## config.mk

```make
export PLATFORM = sky130hd
export DESIGN_NAME = imem_loader
export DESIGN_NICKNAME = d
export VERILOG_FILES = /design/src/rtl/imem_pkg.sv /design/src/rtl/imem_loader_serializer.sv /design/src/rtl/imem_loader.sv
export SDC_FILE = /design/constraint.sdc
export NUM_CORES = 1
export LEC_CHECK = 0
export CORE_MARGIN = 5
export CORE_UTILIZATION = 45
export DETAILED_ROUTE_END_ITERATION = 8
export PLACE_DENSITY = 0.79
export SYNTH_ARGS = -nofsm -noshare
export SYNTH_HDL_FRONTEND = slang
export SYNTH_HIERARCHICAL = 1
export SYNTH_SLANG_ARGS = --single-unit
```

## constraint.sdc

```tcl
create_clock -name clk -period 3.7 [get_ports clk]
set_input_delay 0.74 -clock clk [delete_from_list [all_inputs] [get_ports clk]]
set_output_delay 0.74 -clock clk [all_outputs]
set_load 0.02 [all_outputs]
```

## src/rtl/imem_pkg.sv

```systemverilog
// Shared constants and loader state encoding for the byte-addressed instruction
// memory and its write-side loader.
package imem_pkg;

  localparam int MEM_DEPTH = 16384;
  localparam int ADDR_W    = $clog2(MEM_DEPTH);
  localparam int CNT_W     = 16;

  typedef enum logic [2:0] {
    ST_IDLE,
    ST_CHECK,
    ST_ACCEPT,
    ST_WRITE,
    ST_DONE,
    ST_ERR
  } ld_state_t;

endpackage

```

## src/rtl/imem_loader_serializer.sv

```systemverilog
// Latches one 32-bit instruction word and presents it as four bytes, MSB first,
// with the current byte index and a last-byte flag.
module word_byte_serializer (
  input  logic        clk,
  input  logic        rst,
  input  logic        load,
  input  logic [31:0] word,
  input  logic        advance,
  output logic [7:0]  data_byte,
  output logic [1:0]  idx,
  output logic        last
);

  logic [31:0] word_p0;
  logic [1:0]  idx_q;

  always_ff @(posedge clk) begin
    if (load) word_p0 <= word;
  end

  always_ff @(posedge clk) begin
    if (rst)          idx_q <= 2'd0;
    else if (load)    idx_q <= 2'd0;
    else if (advance) idx_q <= idx_q + 2'd1;
  end

  always_comb begin
    data_byte = word_p0[31:24];
    case (idx_q)
      2'd0:    data_byte = word_p0[31:24];
      2'd1:    data_byte = word_p0[23:16];
      2'd2:    data_byte = word_p0[15:8];
      default: data_byte = word_p0[7:0];
    endcase
  end

  assign idx  = idx_q;
  assign last = (idx_q == 2'd3);

endmodule

```

## src/rtl/imem_loader.sv

```systemverilog
// Streams 32-bit instruction words into the byte-wide instruction memory,
// big-endian, holding the CPU while a program image is loaded.
module imem_loader #(
  parameter int MEM_DEPTH = imem_pkg::MEM_DEPTH,
  parameter int ADDR_W    = imem_pkg::ADDR_W,
  parameter int CNT_W     = imem_pkg::CNT_W
) (
  input  logic              clk,
  input  logic              rst,
  input  logic              start,
  input  logic [31:0]       base_addr,
  input  logic [CNT_W-1:0]  word_count,
  input  logic              in_valid,
  output logic              in_ready,
  input  logic [31:0]       in_word,
  output logic              mem_we,
  output logic [ADDR_W-1:0] mem_addr,
  output logic [7:0]        mem_wdata,
  output logic              busy,
  output logic              cpu_hold,
  output logic              done,
  output logic              err_range
);

  import imem_pkg::*;

  // End address is formed in 33 bits so a base near 2^32 cannot wrap into range.
  function automatic logic range_bad(input logic [31:0] base, input logic [CNT_W-1:0] cnt);
    logic [32:0] end_a;
    end_a = {1'b0, base} + {{(31-CNT_W){1'b0}}, cnt, 2'b00};
    return (base[1:0] != 2'b00) || (end_a > 33'(MEM_DEPTH));
  endfunction

  ld_state_t         state, state_nxt;
  logic [31:0]       base_q;
  logic [CNT_W-1:0]  cnt_q;
  logic [ADDR_W-1:0] addr_q;
  logic [CNT_W-1:0]  remaining_q;

  logic       ser_load, ser_adv, ser_last;
  logic [7:0] ser_byte;
  logic [1:0] ser_idx;

  word_byte_serializer u_ser (
    .clk       (clk),
    .rst       (rst),
    .load      (ser_load),
    .word      (in_word),
    .advance   (ser_adv),
    .data_byte (ser_byte),
    .idx       (ser_idx),
    .last      (ser_last)
  );

  always_ff @(posedge clk) begin
    if (rst) begin
      state       <= ST_IDLE;
      base_q      <= '0;
      cnt_q       <= '0;
      addr_q      <= '0;
      remaining_q <= '0;
    end else begin
      state <= state_nxt;
      case (state)
        ST_IDLE: begin
          if (start) begin
            base_q <= base_addr;
            cnt_q  <= word_count;
          end
        end
        ST_CHECK: begin
          addr_q      <= base_q[ADDR_W-1:0];
          remaining_q <= cnt_q;
        end
        ST_WRITE: begin
          if (ser_last) begin
            addr_q      <= addr_q + ADDR_W'(4);
            remaining_q <= remaining_q - CNT_W'(1);
          end
        end
        default: ;
      endcase
    end
  end

  always_comb begin
    state_nxt = state;
    in_ready  = 1'b0;
    mem_we    = 1'b0;
    busy      = 1'b0;
    done      = 1'b0;
    err_range = 1'b0;
    ser_load  = 1'b0;
    ser_adv   = 1'b0;
    case (state)
      ST_IDLE: begin
        if (start) state_nxt = ST_CHECK;
      end
      ST_CHECK: begin
        busy = 1'b1;
        if (range_bad(base_q, cnt_q)) state_nxt = ST_ERR;
        else if (cnt_q == '0)         state_nxt = ST_DONE;
        else                          state_nxt = ST_ACCEPT;
      end
      ST_ACCEPT: begin
        busy     = 1'b1;
        in_ready = 1'b1;
        if (in_valid) begin
          ser_load  = 1'b1;
          state_nxt = ST_WRITE;
        end
      end
      ST_WRITE: begin
        busy    = 1'b1;
        mem_we  = 1'b1;
        ser_adv = 1'b1;
        if (ser_last) state_nxt = (remaining_q == CNT_W'(1)) ? ST_DONE : ST_ACCEPT;
      end
      ST_DONE: begin
        done      = 1'b1;
        state_nxt = ST_IDLE;
      end
      ST_ERR: begin
        err_range = 1'b1;
        state_nxt = ST_IDLE;
      end
      default: state_nxt = ST_IDLE;
    endcase
  end

  // Address and data are forced to zero outside WRITE so idle outputs stay quiet.
  assign mem_addr  = mem_we ? (addr_q + ADDR_W'(ser_idx)) : '0;
  assign mem_wdata = mem_we ? ser_byte : 8'h00;
  assign cpu_hold  = busy;

endmodule

```

Word level (Yosys, flattened, before mapping)
Cells that the tools add are included.
{"block": "totals", "ff_bits": 115, "latch_bits": 0, "ram_bits": 0, "romBits": 0, "n_memories": 0}
{"block": "op_classes", "addsub": 5, "n_mul": 0, "n_div": 0, "order_cmp": 1, "eq_ne": 12, "shifts": 0, "mux": 21, "bitwise_logic": 0, "reduce_logical": 11}
{"op": "32-bit by 18-bit adder with 33-bit output", "n": 1}
{"op": "33-bit by 15-bit greater-than comparator with 1-bit output (second input constant)", "n": 1}
{"op": "16-bit one-hot mux with 2 select lines", "n": 1}
{"op": "14-bit two-way mux", "n": 2}
{"op": "14-bit one-hot mux with 2 select lines", "n": 1}
{"op": "8-bit one-hot mux with 3 select lines", "n": 1}
{"op": "3-bit two-way mux", "n": 6}
{"op": "16-bit by 1-bit equality test with 1-bit output (second input constant)", "n": 1}
{"op": "16-bit zero test", "n": 1}
{"op": "16-bit two-way mux", "n": 1}
{"op": "16-bit by 1-bit subtractor with 16-bit output (second input constant)", "n": 1}
{"op": "14-bit by 2-bit adder with 14-bit output", "n": 1}
{"op": "14-bit by 3-bit adder with 14-bit output (second input constant)", "n": 1}
{"op": "3-bit one-hot mux with 4 select lines", "n": 1}
{"op": "8-bit two-way mux", "n": 1}
{"op": "1-bit two-way mux", "n": 7}
{"op": "3-bit by 2-bit equality test with 1-bit output (second input constant)", "n": 2}
{"op": "3-bit equality test (second input constant)", "n": 2}
{"op": "2-bit != test (second input constant)", "n": 3}
{"op": "2-bit equality test (second input constant)", "n": 2}
{"op": "2-bit AND reduction", "n": 2}
{"op": "2-bit nonzero test", "n": 2}
{"op": "3-bit by 1-bit equality test with 1-bit output (second input constant)", "n": 1}
{"op": "3-bit zero test", "n": 1}
{"op": "7 further kinds", "n": 7}

Logic depth before layout (Yosys ltp)
Gate-level depths: netlist (run 1).
{"block": "depth", "ltp_word": 5, "ltp_mapped": 10, "depth_no_buf": 10}

Cells and area by module
Netlist (run 1), hierarchy kept.
{"mod": "imem_loader", "instances": 1, "cells_each": 802, "area_per_inst_um2": 5716.7}
{"mod": "word_byte_serializer", "instances": 1, "cells_each": 71, "area_per_inst_um2": 1298.7}

Worst setup path after synthesis (run 1)
Ideal clock, no wire load.
{"block": "synth_timing", "path_type": "reg-to-output", "startpoint": "register addr_q[2]", "endpoint": "output mem_addr[13]", "t_arrival_ns": 1.928, "slack_ns": 1.032, "path_stages_with_launch": 8, "path_cell_list": "dfxtp_1 -> and3_1 -> and3_1 -> and3_1 -> and3_1 -> nand3_1 -> or3_1 -> a21oi_1"}
{"block": "synth_between", "elab_chain_cells": 2}
{"element": "from (decl)", "line_no": "imem_loader.sv:37", "text": "logic [ADDR_W-1:0] addr_q;"}
{"element": "from (signal assigned)", "line_no": "imem_loader.sv:72", "text": "addr_q <= base_q[ADDR_W-1:0];"}
{"element": "from (signal assigned)", "line_no": "imem_loader.sv:77", "text": "addr_q <= addr_q + ADDR_W'(4);"}
{"element": "14-bit by 2-bit adder with 14-bit output", "line_no": "imem_loader.sv:132", "text": "assign mem_addr = mem_we ? (addr_q + ADDR_W'(ser_idx)) : '0;"}
{"element": "14-bit two-way mux", "line_no": "imem_loader.sv:132"}
{"element": "to (decl)", "line_no": "imem_loader.sv:17", "text": "output logic [ADDR_W-1:0] mem_addr,"}
Every way passes these cells.

Worst setup path after layout (run 1)
{"block": "layout_timing", "startpoint": "register addr_q[4]", "endpoint": "output mem_addr[11]"}
The elaborated chain is that of the path after synthesis.

==> results of run 1 <==
cell usage after synthesis, types with 6 or more instances:
cell type	n
edfxtp_1	32
nand3_1	25
a211oi_1	12
nor4_1	13
xor2_1	8
a221oi_1	6
o21ai_1	10
o211ai_1	10
clkbuf_1	41
nand2_1	144
mux2i_1	14
or3_1	8
nor2_1	68
a22oi_1	13
and3_1	19
a21oi_1	100
o21ai_0	53
ha_1	25
buf_2	7
a222oi_1	8
xnor2_1	7
buf_6	8
inv_1	29
nor3_1	22
nand4_1	17
dfxtp_1	83
stage by stage:
step / util [%] / setup WS (ns) / std cells / hold WS, ns / area [um^2]
final: 57.45 / 0.2474 / 1176 / 0.4655 / 8766
after global routing: 57.45 / 0.004696 / 1176 / 0.4933 / 8766
after CTS: 57.39 / 0.05408 / 1176 / 0.4696 / 8757
after detailed placement: 53.46 / 0.4256 / 1144 / 0.4601 / 8158
after global placement: 53.46 / 0.4868 / 1144 / 0.4619 / 8158
after floorplan: - / 1.032 / 873 / 0.4406 / 7015
kinds of logic after synthesis:
| logic type | Yosys count | synth area share [%] |
|---|---|---|
| flops | 115 | 37.38 |
| xor+xnor | 15 | 1.873 |
| mux | 15 | 2.158 |
| compound gates | 261 | 23.67 |
| buf+inv | 92 | 6.207 |
| simple gates | 348 | 23.68 |
| fa+ha+maj | 27 | 5.029 |
critical path, stage by stage (launching register included):
cell and delay [ns]:
dfxtp_1 0.42, and3_1 0.22, and3_1 0.21, and3_1 0.21, nand3_1 0.12, or3_1 0.33, a21oi_1 0.15, clkdlybuf4s50_1 0.64
layer usage:
layer | vias up | track usage [%] | part of all wire (%)
met1 | 3194 | 29.07 | 44
li1 | 3347 | - | -
met2 | 274 | 33.74 | 47
met5 | - | 0 | 0
met4 | 0 | 7.523 | 1.7
met3 | 28 | 4.620 | 7.5
how the worst max path moves through the flow:
stage	start	to	slack, ns	cells after the start
floorplan	addr_q[2]	mem_addr[13]	1.03	7
global placement	addr_q[2]	mem_addr[12]	0.49	9
detailed placement	addr_q[2]	mem_addr[12]	0.43	9
CTS	addr_q[3]	mem_addr[12]	0.05	9
global route	state[0]	mem_addr[7]	0.005	5
finish	addr_q[4]	mem_addr[11]	0.25	7
final cells by class:
class | instances | area, um^2
Clock buffer | 20 | 471.7
Clock inverter | 12 | 126.4
Fill cell | 1377 | 6492
Inverter | 29 | 108.9
Multi-Input combinational cell | 666 | 3970
Sequential cell | 115 | 2624
Tap cell | 211 | 264.0
Timing Repair Buffer | 123 | 1201
sequential cells by signal, summed over array words and instances, names as in the netlist:
name,cells
remaining_q,16
u_ser/word_p0,32
cnt_q,16
addr_q,14
u_ser/idx,2
state,3
base_q,32
power breakdown:
part	switching (W)	internal [W]
registers	0.000245	0.00147
clock network	0.000590	0.00105
logic	0.000927	0.000608
==> metrics, run 1 <==
status complete, no violations; critical path endpoint category primary output; data required time of the critical path 2.96 ns; GR Util All Layers 21.40%; first-pass GRT wire length 31.44 mm; total wire length 19.56 mm; Hold Path Origin base_q[17]; Synth area leader dfxtp_1; max_slew headroom 43.97%; clock sink total 115; CTS tree yes; Mapped Nets 984; # hold bufs at CTS 0; largest net degree at the start of global routing 81; EDFF count, synth 32; DP HPWL 13.85 mm; Core Footprint 0.01526 mm^2; Lkg Pwr 3.148 nW; First-pass DRT Iterations 6; worst hold endpoint base_q[17]; synth warn 6; crit path max fanout 6; Mapped Area 0.007015 mm^2; io pins 112; initial core utilization 45.98%; Pwr Density 557.9 mW/mm^2; Mapped Cells 873; setup_tns 0 ns; post-CTS setup buffers 0; area delta synth->final 24.95%; Initial DRC Count 681; most used flip-flop cell after synthesis dfxtp_1; actual slew at the worst max-slew pin 0.8404 ns; Max Cap Violations 0; RSZ-0062 raised after global routing false; chip width 134.9 um; post-DR vias/cell 5.819; gr ovfl total 0; Async SR Flop Fraction 0%; Min Clock Period, post-route 3.453 ns; net count reported at finish 1063; initial antenna violation count 0; main area contributors after synthesis dfxtp_1 (24%), edfxtp_1 (14%), nand2_1 (7.7%); Max Fclk 289.6 MHz; CP Data Arrival Time 2.71 ns; Post-Syn Area per Cell 8.036 um^2; vias in the first global route 6257; cts repair resizes 1; #FFs+latches synth 115; Vias 6843; Ant. Diodes 0; die area 0.01819 mm^2; antenna viol nets, final 0; Setup CP Type reg -> out; final setup fails 0; most frequent cells in the layout nand2_1 (144), clkdlybuf4s50_1 (108), a21oi_1 (99); hold path cells 2; final slew viol count 0; layout cells sized above 1 7.254%; Min-Delay Path Class reg -> reg; sequential-to-total area share from yosys stat 37.38%; DRC errors left 0; Routed WL per cell 16.63 um; Final Wtd Congestion 0.9256; htree depth 4; Die Ht 134.9 um; Synth cell types 82; R2R cell count 10; CTS Buf Count 17; Total Power 0.004890 W; # rows 45; clock transition at the registers of the reported paths 0.05 ns; startpoint class of the critical path flip-flop; final hold viol count 0; Port Buffers 111; R2R Path End state[2]; Max clock buf depth 2; R2R Setup Slk 0.71 ns; Fin Clk Skew 0.01226 ns; commonest non-fill, non-tap cell in the layout nand2_1; Clock Latency Late Sink 0.42 ns; fin crit share 93.31%; CTS root buffer clkbuf_16; Crit Reg-Reg Startpoint cnt_q[0]; Peak VDD IR 0.3621 mV; Yosys top cell area share 23.68%
Power figures use the tool's default switching activity.
==> run 2, diff against run 1 <==
Settings changed: CORE_UTILIZATION 45 to 50, PLACE_DENSITY 0.79 to 0.85.
==> run 2 against run 1 <==
Net effect:
- hold slack improved by 0.0048 ns
- sequential power barely moved
- sequential share of layout area rose by 0.40 points
- largest cell class unchanged
- flip-flop and latch count did not move
- utilization rose by 5.1 points
- non-clock buffer count did not move
- via count rose by 2.3%
- combinational power barely moved
- wire length fell by 0.48%
- largest power group unchanged
- global-route usage rose by 2.1 points
- worst setup slack got worse by 0.047 ns
- die area fell by 9.3%
==> metrics, run 2 (synthesis gave the netlist of run 1 again) <==
status complete, no violations; Ant. Diodes 0 (unchanged); max_slew headroom 47.66% (+3.7 points); Min-Delay Path Class reg -> reg; startpoint class of the critical path flip-flop; area delta synth->final 23.31%; Max Cap Violations 0 (unchanged); layout cells sized above 1 6.839% (-0.41 points); Port Buffers 111 (unchanged); Max clock buf depth 2 (unchanged); Total Power 0.004729 W (-3.3%); CP Data Arrival Time 2.76 ns (+0.05 ns); net count reported at finish 1063 (unchanged); Pwr Density 546.6 mW/mm^2 (-2.0%); htree depth 4 (unchanged); Die Ht 128.5 um (-4.8%); # hold bufs at CTS 0 (unchanged); # rows 43 (-4.4%); setup_tns 0 ns (unchanged); initial core utilization 50.74% (+4.8 points); Min Clock Period, post-route 3.500 ns (+0.04702 ns); CTS tree yes; post-CTS setup buffers 0 (unchanged); clock transition at the registers of the reported paths 0.06 ns (about the same); cts repair resizes 2 (+1); Final Wtd Congestion 0.9228 (-0.30%); commonest non-fill, non-tap cell in the layout nand2_1; Core Footprint 0.01383 mm^2 (-9.4%); chip width 128.5 um (-4.8%); initial antenna violation count 0 (unchanged); Initial DRC Count 568 (-17%); gr ovfl total 0 (unchanged); First-pass DRT Iterations 5 (-1); Vias 6998 (+2.3%); antenna viol nets, final 0 (unchanged); final setup fails 0 (unchanged); final slew viol count 0 (unchanged); RSZ-0062 raised after global routing false; DP HPWL 13.88 mm (+0.21%); Peak VDD IR 0.3557 mV (-1.8%); Lkg Pwr 3.069 nW (-2.5%); io pins 112 (unchanged); largest registers base_q: 32 flops, u_ser/word_p0: 32 flops; CTS root buffer clkbuf_16; clock sink total 115 (unchanged); total wire length 19.46 mm (-0.48%); DRC errors left 0 (unchanged); most frequent cells in the layout nand2_1 (144), clkdlybuf4s50_1 (108), a21oi_1 (100); GR Util All Layers 23.52% (+2.1 points); Fin Clk Skew 0.006955 ns (-0.005304 ns); crit path max fanout 5 (-1); first-pass GRT wire length 31.38 mm (-0.17%); Filler Cells Inserted 1128 (-18%); data required time of the critical path 2.96 ns (about the same); fin crit share 94.58% (+1.3 points); Clock Latency Late Sink 0.43 ns (about the same); vias in the first global route 6431 (+2.8%); critical path endpoint category primary output; Routed WL per cell 17.00 um (+2.2%); CTS Buf Count 17 (unchanged); post-DR vias/cell 6.112 (+5.0%); largest net degree at the start of global routing 78 (-3.7%); final hold viol count 0 (unchanged); actual slew at the worst max-slew pin 0.7851 ns (-0.05527 ns); Setup CP Type reg -> out; Max Fclk 285.7 MHz (-1.3%); die area 0.01650 mm^2 (-9.3%)
run 2: cell count changes in the layout (fill, tap and decap cells not counted), sizes merged:
cell	delta
inv	+2
dlymetal6s2s	-2
bufinv	-2
clkbuf	-2
clkinvlp	+3
dlygate4sd2	+2
clkinv	-1
run 2: path summary, 6_finish.rpt:
path	from	to	slack (ns)	depth (start not counted)
setup / recovery	addr_q[3]	mem_addr[11]	0.20	7
setup reg to reg	cnt_q[0]	state[2]	0.64	10
hold / removal	base_q[17]	base_q[17]	0.47	2
hold reg to reg	base_q[17]	base_q[17]	0.47	2
run 2: metrics by stage:
step / area, um^2 / worst slack [ns] / std cells / hold WS, ns / utilization [%]
floorplan: 7015 / 1.032 / 873 / 0.4406 / -
global placement: 8119 / 0.4953 / 1113 / 0.4541 / 58.72
CTS: 8650 / 0.1589 / 1145 / 0.4690 / 62.56
global route: 8651 / 0.04624 / 1145 / 0.4783 / 62.56
finish: 8651 / 0.2004 / 1145 / 0.4704 / 62.56
detailed placement: 8119 / 0.4485 / 1113 / 0.4596 / 58.72
run 2: cell type report:
type	instances	area, um^2	area share (%)
clock inverter	14	103.9	1.200
multi-input combinational	666	3966	45.85
tap	180	225.2	2.603
timing repair buffer	123	1194	13.80
inverter	29	108.9	1.258
sequential	115	2624	30.33
clock buffer	18	429.2	4.961
run 2: worst max-delay path, stage by stage, from the launching register on:
cell             delay (ns)
dfxtp_1                0.41
and3_1                 0.24
and3_1                 0.22
and3_1                 0.21
nand3_1                0.11
or3_1                  0.33
a21oi_1                0.16
clkdlybuf4s50_1        0.64
run 2: metal layers:
metal | vias to the layer above | global-route usage [%] | wire length, um
met5 | - | 0 | 0
met4 | 0 | 9.675 | 589
met3 | 50 | 4.815 | 1672
met2 | 340 | 37.51 | 8966
met1 | 3266 | 31.18 | 8236
li1 | 3342 | - | -
run 2: power breakdown:
| group | switching (W) | internal (W) |
|---|---|---|
| Sequential | 0.000244 | 0.00147 |
| Combinational | 0.000931 | 0.000608 |
| Clock | 0.000622 | 0.000858 |
| Total | 0.00180 | 0.00293 |
==> run 3, diff against run 2 <==
Settings changed: CELL_PAD_IN_SITES_DETAIL_PLACEMENT set to 0, CELL_PAD_IN_SITES_GLOBAL_PLACEMENT set to 1, CORE_UTILIZATION 50 to 40, CTS_CLUSTER_DIAMETER set to 120, PLACE_DENSITY 0.85 to 0.9.
==> run 3 against run 2 <==
Net effect:
- hold slack got worse by 0.0078 ns
- flip-flop and latch count unchanged
- highest routed layer unchanged
- cell area increased by 1.8%
- clock-buffer cell count decreased by 1
- sequential power about the same
- cell count increased by 4.3%
- power increased by 3.8%
- clock skew increased by 0.0014 ns
- clock power increased by 12%
- via count decreased by 3.8%
==> metrics, run 3 (synthesis gave the netlist of run 1 again) <==
Max Cap Violations 0 (unchanged); first-pass GRT wire length 31.63 mm (+0.79%); Initial DRC Count 513 (-9.7%); CP max-delay cell clkdlybuf4s50_1; # hold bufs at CTS 0 (unchanged); largest registers base_q: 32 flops, u_ser/word_p0: 32 flops; Vias 6729 (-3.8%); CTS root buffer clkbuf_16; Min-Delay Path Class reg -> reg; clock sink total 115 (unchanged); final setup fails 0 (unchanged); most frequent cells in the layout nand2_1 (144), clkdlybuf4s50_1 (107), a21oi_1 (99); Routed WL per cell 16.57 um (-2.5%); chip width 142.4 um (+11%); vias in the first global route 6109 (-5.0%); DRC errors left 0 (unchanged); First-pass DRT Iterations 6 (+1); actual slew at the worst max-slew pin 0.8748 ns (+0.08966 ns); Fin Clk Skew 0.008392 ns (+0.001437 ns); total wire length 19.79 mm (+1.7%); startpoint class of the critical path flip-flop; CP Data Arrival Time 2.71 ns (-0.05 ns); DP HPWL 14.23 mm (+2.5%); Core Footprint 0.01724 mm^2 (+25%); die area 0.02029 mm^2 (+23%); final slew viol count 0 (unchanged); Final Wtd Congestion 0.9238 (+0.11%); # rows 48 (+12%); largest net degree at the start of global routing 81 (+3.8%); critical path endpoint category primary output; final hold viol count 0 (unchanged); CTS Buf Count 17 (unchanged); Total Power 0.004909 W (+3.8%); Die Ht 142.4 um (+11%); initial core utilization 40.70% (-10 points); area occupied by multi-input gates 0.003970 mm^2 (about the same); Clock Latency Late Sink 0.42 ns (about the same); Port Buffers 111 (unchanged); total area of sequential cells 0.002624 mm^2 (unchanged); fin crit share 93.32% (-1.3 points); commonest non-fill, non-tap cell in the layout nand2_1; Max stage delay on crit path 0.63 ns (about the same); layout cells sized above 1 7.438% (+0.60 points); clock transition at the registers of the reported paths 0.06 ns (about the same); GR Util All Layers 19.38% (-4.1 points); net count reported at finish 1066 (+0.28%); initial antenna violation count 1 (+1); Min Clock Period, post-route 3.453 ns (-0.04685 ns); Hold WS 0.4626 ns (-0.007793 ns); Max Fclk 289.6 MHz (+1.4%); Setup CP Type reg -> out; io pins 112 (unchanged); antenna viol nets, final 0 (unchanged); Crit path top cell by count and3_1; CTS tree yes; gr ovfl total 0 (unchanged); critical path, cell by cell and3_1, and3_1, and3_1, nand3_1, or3_1, a21oi_1, clkdlybuf4s50_1; post-DR vias/cell 5.636 (-7.8%); Lkg Pwr 3.175 nW (+3.5%); Peak VDD IR 0.3816 mV (+7.3%); post-CTS setup buffers 0 (unchanged); htree depth 4 (unchanged); RSZ-0062 raised after global routing false; max_slew headroom 41.68% (-6.0 points); Max clock buf depth 2 (unchanged); crit path max fanout 5 (unchanged); status complete, no violations; Filler Cells Inserted 1623 (+44%); area delta synth->final 25.56%; Pwr Density 557.3 mW/mm^2 (+1.9%); data required time of the critical path 2.96 ns (about the same); setup_tns 0 ns (unchanged)
==> run 3: worst paths after layout <==
kind                  endpoint  slack [ns]  cells after the start        from
hold reg to reg     base_q[17]        0.46                      2  base_q[17]
hold / removal      base_q[17]        0.46                      2  base_q[17]
setup reg to reg      state[2]        0.67                     10    cnt_q[0]
setup / recovery  mem_addr[11]        0.25                      7   addr_q[3]
==> run 3: final cells by class <==
type,count,share of cell area [%]
Tap cell,225,3.196
Inverter,29,1.236
Clock buffer,17,4.830
Antenna cell,1,0.02841
Clock inverter,15,1.932
Sequential cell,115,29.79
Timing Repair Buffer,126,13.92
Multi-Input combinational cell,666,45.07
==> run 3: metal layers <==
| layer | global-route usage [%] | part of all wire [%] | wire length [um] |
|---|---|---|---|
| met1 | 26.37 | 46 | 9097 |
| met2 | 30.56 | 45 | 8899 |
| met3 | 4.368 | 7.0 | 1392 |
| met4 | 6.503 | 2.0 | 395 |
| met5 | 0 | 0 | 0 |
==> run 3: critical path: cells and delay by family (launching register included) <==
family,cells,cell delay (ns)
and+or+nand+nor,5,1.11
buffers and inverters,1,0.63
DFF,1,0.40
AOI/OAI and AO/OA,1,0.14
==> run 3: timing repair <==
action,4_1_cts,5_1_grt
gates resized for setup,1,4
pin swaps,0,0
endpoints found under the setup margin,2,6
==> run 3: stage by stage <==
stage | util (%) | worst slack (ns) | cell area, um^2 | cells
final | 51.10 | 0.2473 | 8808 | 1194
after global routing | 51.10 | 0.08420 | 8808 | 1194
after CTS | 51.02 | 0.04058 | 8795 | 1193
after detailed placement | 47.56 | 0.4373 | 8198 | 1161
after global placement | 47.56 | 0.4787 | 8198 | 1161
after floorplan | - | 1.032 | 7015 | 873
==> run 3: power by group <==
group	switching, W	internal (W)
clock network	0.000652	0.00101
logic	0.000932	0.000610
registers	0.000238	0.00147
total	0.00182	0.00309
